==> config.mk <==
export PLATFORM = sky130hd
export DESIGN_NAME = jk_cmd_seq_flat
export DESIGN_NICKNAME = d
export VERILOG_FILES = /design/src/rtl/jk_cmd_if.sv /design/src/rtl/jk_cmd_seq.sv /design/src/flat_wrapper.sv
export SDC_FILE = /design/constraint.sdc
export NUM_CORES = 1
export LEC_CHECK = 0
export BUFFER_PORTS_ARGS = -buffer_cell sky130_fd_sc_hd__buf_2
export CAP_MARGIN = 20
export CELL_PAD_IN_SITES_DETAIL_PLACEMENT = 1
export CELL_PAD_IN_SITES_GLOBAL_PLACEMENT = 1
export CORE_ASPECT_RATIO = 0.8
export CORE_MARGIN = 10
export CORE_UTILIZATION = 34
export DETAILED_ROUTE_END_ITERATION = 10
export PLACE_DENSITY_LB_ADDON = 0.05
export SLEW_MARGIN = 10
export SYNTH_ARGS = -nofsm -noshare
export SYNTH_HDL_FRONTEND = slang
export SYNTH_SLANG_ARGS = --single-unit
==> constraint.sdc <==
create_clock -name clk -period 1.41 [get_ports clk]
set_clock_uncertainty 0.05 [all_clocks]
set_input_delay 0.141 -clock clk [delete_from_list [all_inputs] [get_ports clk]]
set_output_delay 0.141 -clock clk [all_outputs]
set_load 0.05 [all_outputs]
==> src/rtl/jk_cmd_if.sv <==
// Command handshake bundle for the JK command sequencer.
// The master offers op/cnt with valid, and the slave answers with ready.
interface jk_cmd_if #(
  parameter int CNT_W = 4
) ();
  logic             cmd_valid;
  logic             cmd_ready;
  logic [1:0]       cmd_op;
  logic [CNT_W-1:0] cmd_cnt;

  modport master (
    output cmd_valid,
    output cmd_op,
    output cmd_cnt,
    input  cmd_ready
  );

  modport slave (
    input  cmd_valid,
    input  cmd_op,
    input  cmd_cnt,
    output cmd_ready
  );
endinterface

==> src/rtl/jk_cmd_seq.sv <==
// Drives J/K into a downstream JK flip-flop for cnt+1 cycles.
// It shadows the expected q and checks the q/qb feedback.
module jk_cmd_seq #(
  parameter int CNT_W  = 4,
  parameter int CHK_EN = 1
) (
  input  logic clk,
  input  logic rst,
  jk_cmd_if.slave cmd,
  output logic j,
  output logic k,
  input  logic q_fb,
  input  logic qb_fb,
  input  logic clr_err,
  output logic busy,
  output logic done,
  output logic err,
  output logic exp_q,
  output logic exp_vld
);

  typedef enum logic [1:0] {
    IDLE,
    DRIVE,
    CHECK
  } state_t;

  state_t           r_state;
  state_t           w_state_nxt;
  logic [CNT_W-1:0] r_rem;
  logic [CNT_W-1:0] w_rem_nxt;
  logic             w_j_nxt;
  logic             w_k_nxt;
  logic             w_done_nxt;
  logic             w_mis;
  logic             w_err_nxt;
  logic             w_expq_nxt;
  logic             w_expv_nxt;

  assign cmd.cmd_ready = (r_state == IDLE);
  assign busy          = (r_state != IDLE);

  always_ff @(posedge clk) begin
    if (!rst) begin
      r_state <= IDLE;
      r_rem   <= '0;
      j       <= 1'b0;
      k       <= 1'b0;
      done    <= 1'b0;
      err     <= 1'b0;
      exp_q   <= 1'b0;
      exp_vld <= 1'b0;
    end else begin
      r_state <= w_state_nxt;
      r_rem   <= w_rem_nxt;
      j       <= w_j_nxt;
      k       <= w_k_nxt;
      done    <= w_done_nxt;
      err     <= w_err_nxt;
      exp_q   <= w_expq_nxt;
      exp_vld <= w_expv_nxt;
    end
  end

  always_comb begin
    w_state_nxt = r_state;
    w_rem_nxt   = r_rem;
    w_j_nxt     = j;
    w_k_nxt     = k;
    w_done_nxt  = 1'b0;
    w_expq_nxt  = exp_q;
    w_expv_nxt  = exp_vld;
    w_mis       = 1'b0;
    unique case (r_state)
      IDLE: begin
        if (cmd.cmd_valid) begin
          w_j_nxt     = cmd.cmd_op[1];
          w_k_nxt     = cmd.cmd_op[0];
          w_rem_nxt   = cmd.cmd_cnt;
          w_state_nxt = DRIVE;
        end
      end
      DRIVE: begin
        // The shadow follows exactly what downstream captures this edge.
        unique case ({j, k})
          2'b01: begin
            w_expq_nxt = 1'b0;
            w_expv_nxt = 1'b1;
          end
          2'b10: begin
            w_expq_nxt = 1'b1;
            w_expv_nxt = 1'b1;
          end
          2'b11:   w_expq_nxt = ~exp_q;
          default: ;
        endcase
        if (r_rem == '0) begin
          w_j_nxt     = 1'b0;
          w_k_nxt     = 1'b0;
          w_state_nxt = CHECK;
        end else begin
          w_rem_nxt = r_rem - 1'b1;
        end
      end
      CHECK: begin
        w_state_nxt = IDLE;
        w_done_nxt  = 1'b1;
        w_mis = (CHK_EN != 0) &&
                ((qb_fb == q_fb) ||
                 (exp_vld && (q_fb != exp_q)));
      end
      default: w_state_nxt = IDLE;
    endcase
    w_err_nxt = w_mis | (err & ~clr_err);
  end

endmodule

==> src/flat_wrapper.sv <==
// flat-port wrapper written by rule: the top's interface ports become plain ports
module jk_cmd_seq_flat 
#(
  parameter int CNT_W  = 4,
  parameter int CHK_EN = 1
)
  (clk, rst, j, k, q_fb, qb_fb, clr_err, busy, done, err, exp_q, exp_vld, cmd_cmd_valid, cmd_cmd_op, cmd_cmd_cnt, cmd_cmd_ready);
  jk_cmd_if #(.CNT_W(CNT_W)) cmd_i ();
  input  logic clk;
  input  logic rst;
  output logic j;
  output logic k;
  input  logic q_fb;
  input  logic qb_fb;
  input  logic clr_err;
  output logic busy;
  output logic done;
  output logic err;
  output logic exp_q;
  output logic exp_vld;
  input wire logic [$bits(cmd_i.cmd_valid)-1:0] cmd_cmd_valid;
  input wire logic [$bits(cmd_i.cmd_op)-1:0] cmd_cmd_op;
  input wire logic [$bits(cmd_i.cmd_cnt)-1:0] cmd_cmd_cnt;
  output wire logic [$bits(cmd_i.cmd_ready)-1:0] cmd_cmd_ready;
  assign cmd_i.cmd_valid = cmd_cmd_valid;
  assign cmd_i.cmd_op = cmd_cmd_op;
  assign cmd_i.cmd_cnt = cmd_cmd_cnt;
  assign cmd_cmd_ready = cmd_i.cmd_ready;
  jk_cmd_seq #(.CNT_W(CNT_W), .CHK_EN(CHK_EN)) u_core (.clk(clk), .rst(rst), .cmd(cmd_i), .j(j), .k(k), .q_fb(q_fb), .qb_fb(qb_fb), .clr_err(clr_err), .busy(busy), .done(done), .err(err), .exp_q(exp_q), .exp_vld(exp_vld));
endmodule
* Yosys cells after proc, flatten, opt, wreduce, memory -nomap -nowiden
Index checks and enable logic that the tools add are counted.
** Cells by class
- Add/sub/neg operators :: 1
- Eq/ne operators :: 10
- Mux-type cells :: 14
- Bitwise logic cells :: 4
- Reductions and logical operators :: 13
** Operators by type and width (count)
- $mux 4 :: 2
- $pmux 4 s2 :: 1
- $eq 2x2->1 const B :: 3
- $reduce_and 2->1 :: 3
- $reduce_and 3->1 :: 2
- $mux 1 :: 5
- $eq 2x1->1 const B :: 2
- $logic_not 4->1 :: 1
- $mux 2 :: 2
- $ne 2x2->1 const B :: 2
- $pmux 1 s2 :: 2
- $pmux 2 s2 :: 1
- $reduce_bool 2->1 :: 2
- $sub 4x1->4 const B :: 1
- $pmux 1 s3 :: 1
- $reduce_bool 3->1 :: 1
- $logic_not 2->1 :: 1
- $ne 2x1->1 const B :: 1
- $not 1->1 :: 2
- $reduce_or 2->1 :: 1
- $and 1x1->1 :: 1
- $eq 1x1->1 :: 1
- $logic_and 1x1->1 :: 1
- $logic_or 1x1->1 :: 1
- other kinds (2) :: 2
** Word-level totals
- Flip-flop bits (word level) :: 12
- Output and inout bits :: 8
- Logic and storage cells :: 50

* Longest topological paths before layout
- Word-level depth :: 5
- Gate-level depth with buffers :: 5
- Gate-level depth less buffers :: 5

* Least setup slack after synthesis
Ideal clock, no wire load.
- Kind :: register to register
- From :: reg u_core.j
- To :: reg u_core.exp_q
- Arrival time :: 1377 ps
- Slack :: -147 ps
- Stages on the path, launching flop included :: 5
- Path buffers :: 0
- Clock period less this slack :: 1557 ps
- Path through :: dfxtp_1 inv_1 ha_1 a2111oi_0 nor3_1
** Between the ends
- Cells in the longest elaborated chain, start to end :: 3
- Elaborated cells between the ends (all ways) :: 6
** RTL lines
- start: declaration :: line jk_cmd_seq.sv:10 : output logic j,
- start signal: assignment :: line jk_cmd_seq.sv:56 : j <= w_j_nxt;
- $eq 2x2->1 or $eq 2x1->1 (tied branches) :: line jk_cmd_seq.sv:85 : unique case ({j, k})
- $reduce_bool 3->1 (no line)
- $reduce_and 2->1 (no line)
- end signal: assignment :: line jk_cmd_seq.sv:60 : exp_q <= w_expq_nxt;
- end: declaration :: line jk_cmd_seq.sv:18 : output logic exp_q,
Parallel ways exist; a longest one is shown, timed or not.
A chain may end at the register's enable or synchronous reset.

* Final worst setup path
- From :: reg u_core.r_rem[1]
- To :: reg u_core.j
** Between the ends
- Cells in the longest elaborated chain, start to end :: 3
** RTL lines
- start: declaration :: line jk_cmd_seq.sv:30 : logic [CNT_W-1:0] r_rem;
- start signal: assignment :: line jk_cmd_seq.sv:55 : r_rem <= w_rem_nxt;
- $logic_not 4->1 :: line jk_cmd_seq.sv:97 : if (r_rem == '0) begin
- $ne 2x1->1 (no line)
- $reduce_and 3->1 (no line)
No other way between the ends.

==> results.json <==
{
  "dr.pass1.iters": 4,
  "synth_xor_area_share_pct": 0,
  "worstSetupStartpointType": "register",
  "fin_ws_ns": 0.05145,
  "fin_crit_sh_pct": 96.35,
  "numPortBuffers": 19,
  "vdd_ir_drop_max_v": 0.0006298,
  "synth-async-reset-ratio_pct": 0,
  "syn_avg_cell_area_um2": 9.685,
  "wire_per_inst_um": 15.83,
  "place_congestion": 0.7813,
  "ctsHoldBuffers": 0,
  "crit_slowest_cell": "dfxtp_1",
  "via_per_inst": 5.061,
  "row_count": 15,
  "period_needed_ns": 1.359,
  "fill_cells": 250,
  "overflow": 0,
  "vias": 663,
  "p_comb_share_pct": 43.1,
  "outcome": "complete, no violations",
  "setup_viol": 0,
  "dominantRegCellSynth": "dfxtp_1",
  "grt_use_total_pct": 10.14,
  "area_delta_synth_final_pct": 35.40,
  "cts_buffer_depth": 2,
  "slew_viol_final": 0,
  "synth-simple-area-share_pct": 29.36,
  "rsz0062_at_grt": "yes",
  "synthMuxAreaShare_pct": 1.342,
  "hold_path.class": "in -> reg",
  "multiInputGateArea_um2": 485.5,
  "dieArea_um2": 4478,
  "leakagePower_uw": 0.0004489,
  "p_switching_uw": 468.2,
  "synth_fa_ha_area_share_pct": 6.711,
  "synth_cell_types": 41,
  "fmax_mhz": 736.1,
  "seq_area_frac_synth_pct": 32.21,
  "syn_area_um2": 745.7,
  "cp_max_fo": 4,
  "ys_warn_count": 0,
  "diodes": 0,
  "clk_pin_slew_ns": 0.09,
  "die_w_um": 72.36,
  "antenna_found_initial": 0,
  "cts_buffers": 3,
  "synth_compound_area_share_pct": 22.65,
  "ant_nets": 0,
  "sw_frac_of_total_pct": 36.63,
  "fin_nets": 123,
  "hold_violations": 0,
  "grt_pass1_vias": 706,
  "grt_pass1_wl_mm": 3.546,
  "intPower_uw": 810.0,
  "cp_cell_sequence": "inv_1, ha_4, nand4bb_4, buf_4, a211oi_1, nor2_1",
  "hpwl_mm": 1.592,
  "drive_gt1_share_pct": 48.11,
  "endpoint_kind": "register",
  "max_slew.worst_pin.slew_ns": 0.3368,
  "required_ns": 1.54,
  "p_per_area_nw_per_um2": 1266,
  "crit_type": "reg -> reg",
  "worstPathArrival_ns": 1.48,
  "wl_mm": 2.074,
  "grt_max_degree": 11,
  "h-tree-depth": 1,
  "max_cap_violations": 0,
  "initial_core_util_pct": 35.16,
  "power_frac_seq_pct": 34.1,
  "ioPinCount": 20,
  "synth-edff-count": 0,
  "core_um2": 2121,
  "seq_area_um2": 247.7,
  "die_height_um": 61.89,
  "p_clk_share_pct": 22.8,
  "clock_sinks": 12,
  "pre_cts_slack_ns": -0.06187,
  "synthCells": 77,
  "drt_iter0_markers": 6,
  "synth_fp_nets": 93,
  "synth_seq_cells": 12,
  "drc": 0,
  "fin_setup_tns_ns": 0,
  "synth_top_family_by_area": "simple AND/OR/NAND/NOR gates",
  "tritoncts": "yes",
  "crit_path_max_incr_delay_ns": 0.33,
  "maxSlewHeadroom_pct": 77.49,
  "clock_latency_ns": 0.28,
  "cts_root_buf": "clkbuf_4"
}
routing by layer:
metal	wire length (um)	vias up	global-route usage (%)	part of all wire [%]
li1	-	334	-	-
met1	1032	309	12.56	50
met2	867	18	15.57	42
met3	160	2	4.762	7.7
met4	14	0	2.479	0.68
met5	0	-	0	0
cells in the mapped netlist (2+ instances only):
cell	count	area (um2)
and4bb_1	2	25.02
buf_6	2	22.52
nor2_1	5	18.77
a21oi_1	2	10.01
nand2b_4	2	27.53
nor3_1	2	10.01
nand2b_1	3	18.77
a211oi_1	3	22.52
ha_1	4	50.05
dfxtp_1	12	240.2
o21ai_0	3	15.01
inv_1	8	30.03
cells in the final DEF (no fill, tap or decap), types with 2 or more instances in the layout:
master / count
a211oi_1: 2
a211oi_2: 2
a21oi_1: 2
and4bb_1: 2
buf_2: 17
buf_4: 10
clkbuf_4: 3
dfxtp_1: 8
dfxtp_2: 3
ha_1: 3
inv_1: 7
nand2b_1: 3
nand2b_4: 2
nor2_1: 5
nor3_1: 2
o21ai_0: 3
worst max-delay path, delay by kind of cell, from the launching register on:
| family | cells | cell delay (ns) |
|---|---|---|
| flip-flops | 1 | 0.33 |
| buffers and inverters | 2 | 0.27 |
| AO/OA/AOI/OAI | 1 | 0.22 |
| AND/OR/NAND/NOR | 2 | 0.21 |
| adder cells (fa/ha/maj) | 1 | 0.17 |
sequential cells by signal, indices dropped and copies added (netlist names):
name / flops
u_core.r_state: 2
u_core.err: 1
u_core.done: 1
u_core.r_rem: 4
u_core.k: 1
u_core.exp_q: 1
u_core.exp_vld: 1
u_core.j: 1
timing repair:
item	CTS	global route
gates resized for setup	10	3
buffers inserted	0	0
endpoints found under the setup margin	5	4
pin swaps	0	0
kinds of logic (layout without fill, tap and decap cells):
logic type / Yosys count / count (layout)
adder cells (fa/ha/maj): 4 / 4
flip-flops: 12 / 12
AND/OR/NAND/NOR: 28 / 28
buffers and inverters: 11 / 40
multiplexers: 1 / 1
AO/OA/AOI/OAI: 21 / 21
metrics by stage:
stage          utilization, %  cell area, um2  hold WS (ns)  power [uW]  std cells
2_1_floorplan               -           752.0        0.2728       769.9         77
3_3_place_gp            43.30           918.4        0.3540       920.8        127
3_5_place_dp            43.30           918.4        0.3716       919.5        127
4_1_cts                 46.84           993.5       0.06537        1263        131
5_1_grt                 47.61            1010       0.07809        1369        131
6_report                47.61            1010       0.07126        1278        131
area by class of cell:
type	instances	share of cell area, %
inverter	8	3.346
multi-input combinational	54	48.08
tap	25	3.098
sequential	12	24.54
timing repair buffer	28	17.35
clock buffer	4	3.594
power by group through the flow:
stage	clock network, uW	logic, uW	registers [uW]
6_report	292	551	436
5_1_grt	323	603	443
4_1_cts	301	528	433
3_5_place_dp	0	484	435
3_3_place_gp	0	485	436
2_1_floorplan	0	314	456
worst paths after layout:
check                to  slack, ns  cells past startpoint             from
min reg2reg  u_core.err       0.43                      2       u_core.err
max reg2reg    u_core.j       0.05                      6  u_core.r_rem[1]
max            u_core.j       0.05                      6  u_core.r_rem[1]
min          u_core.err       0.07                      3          clr_err
Note: power is estimated with default switching activity, not from simulation.
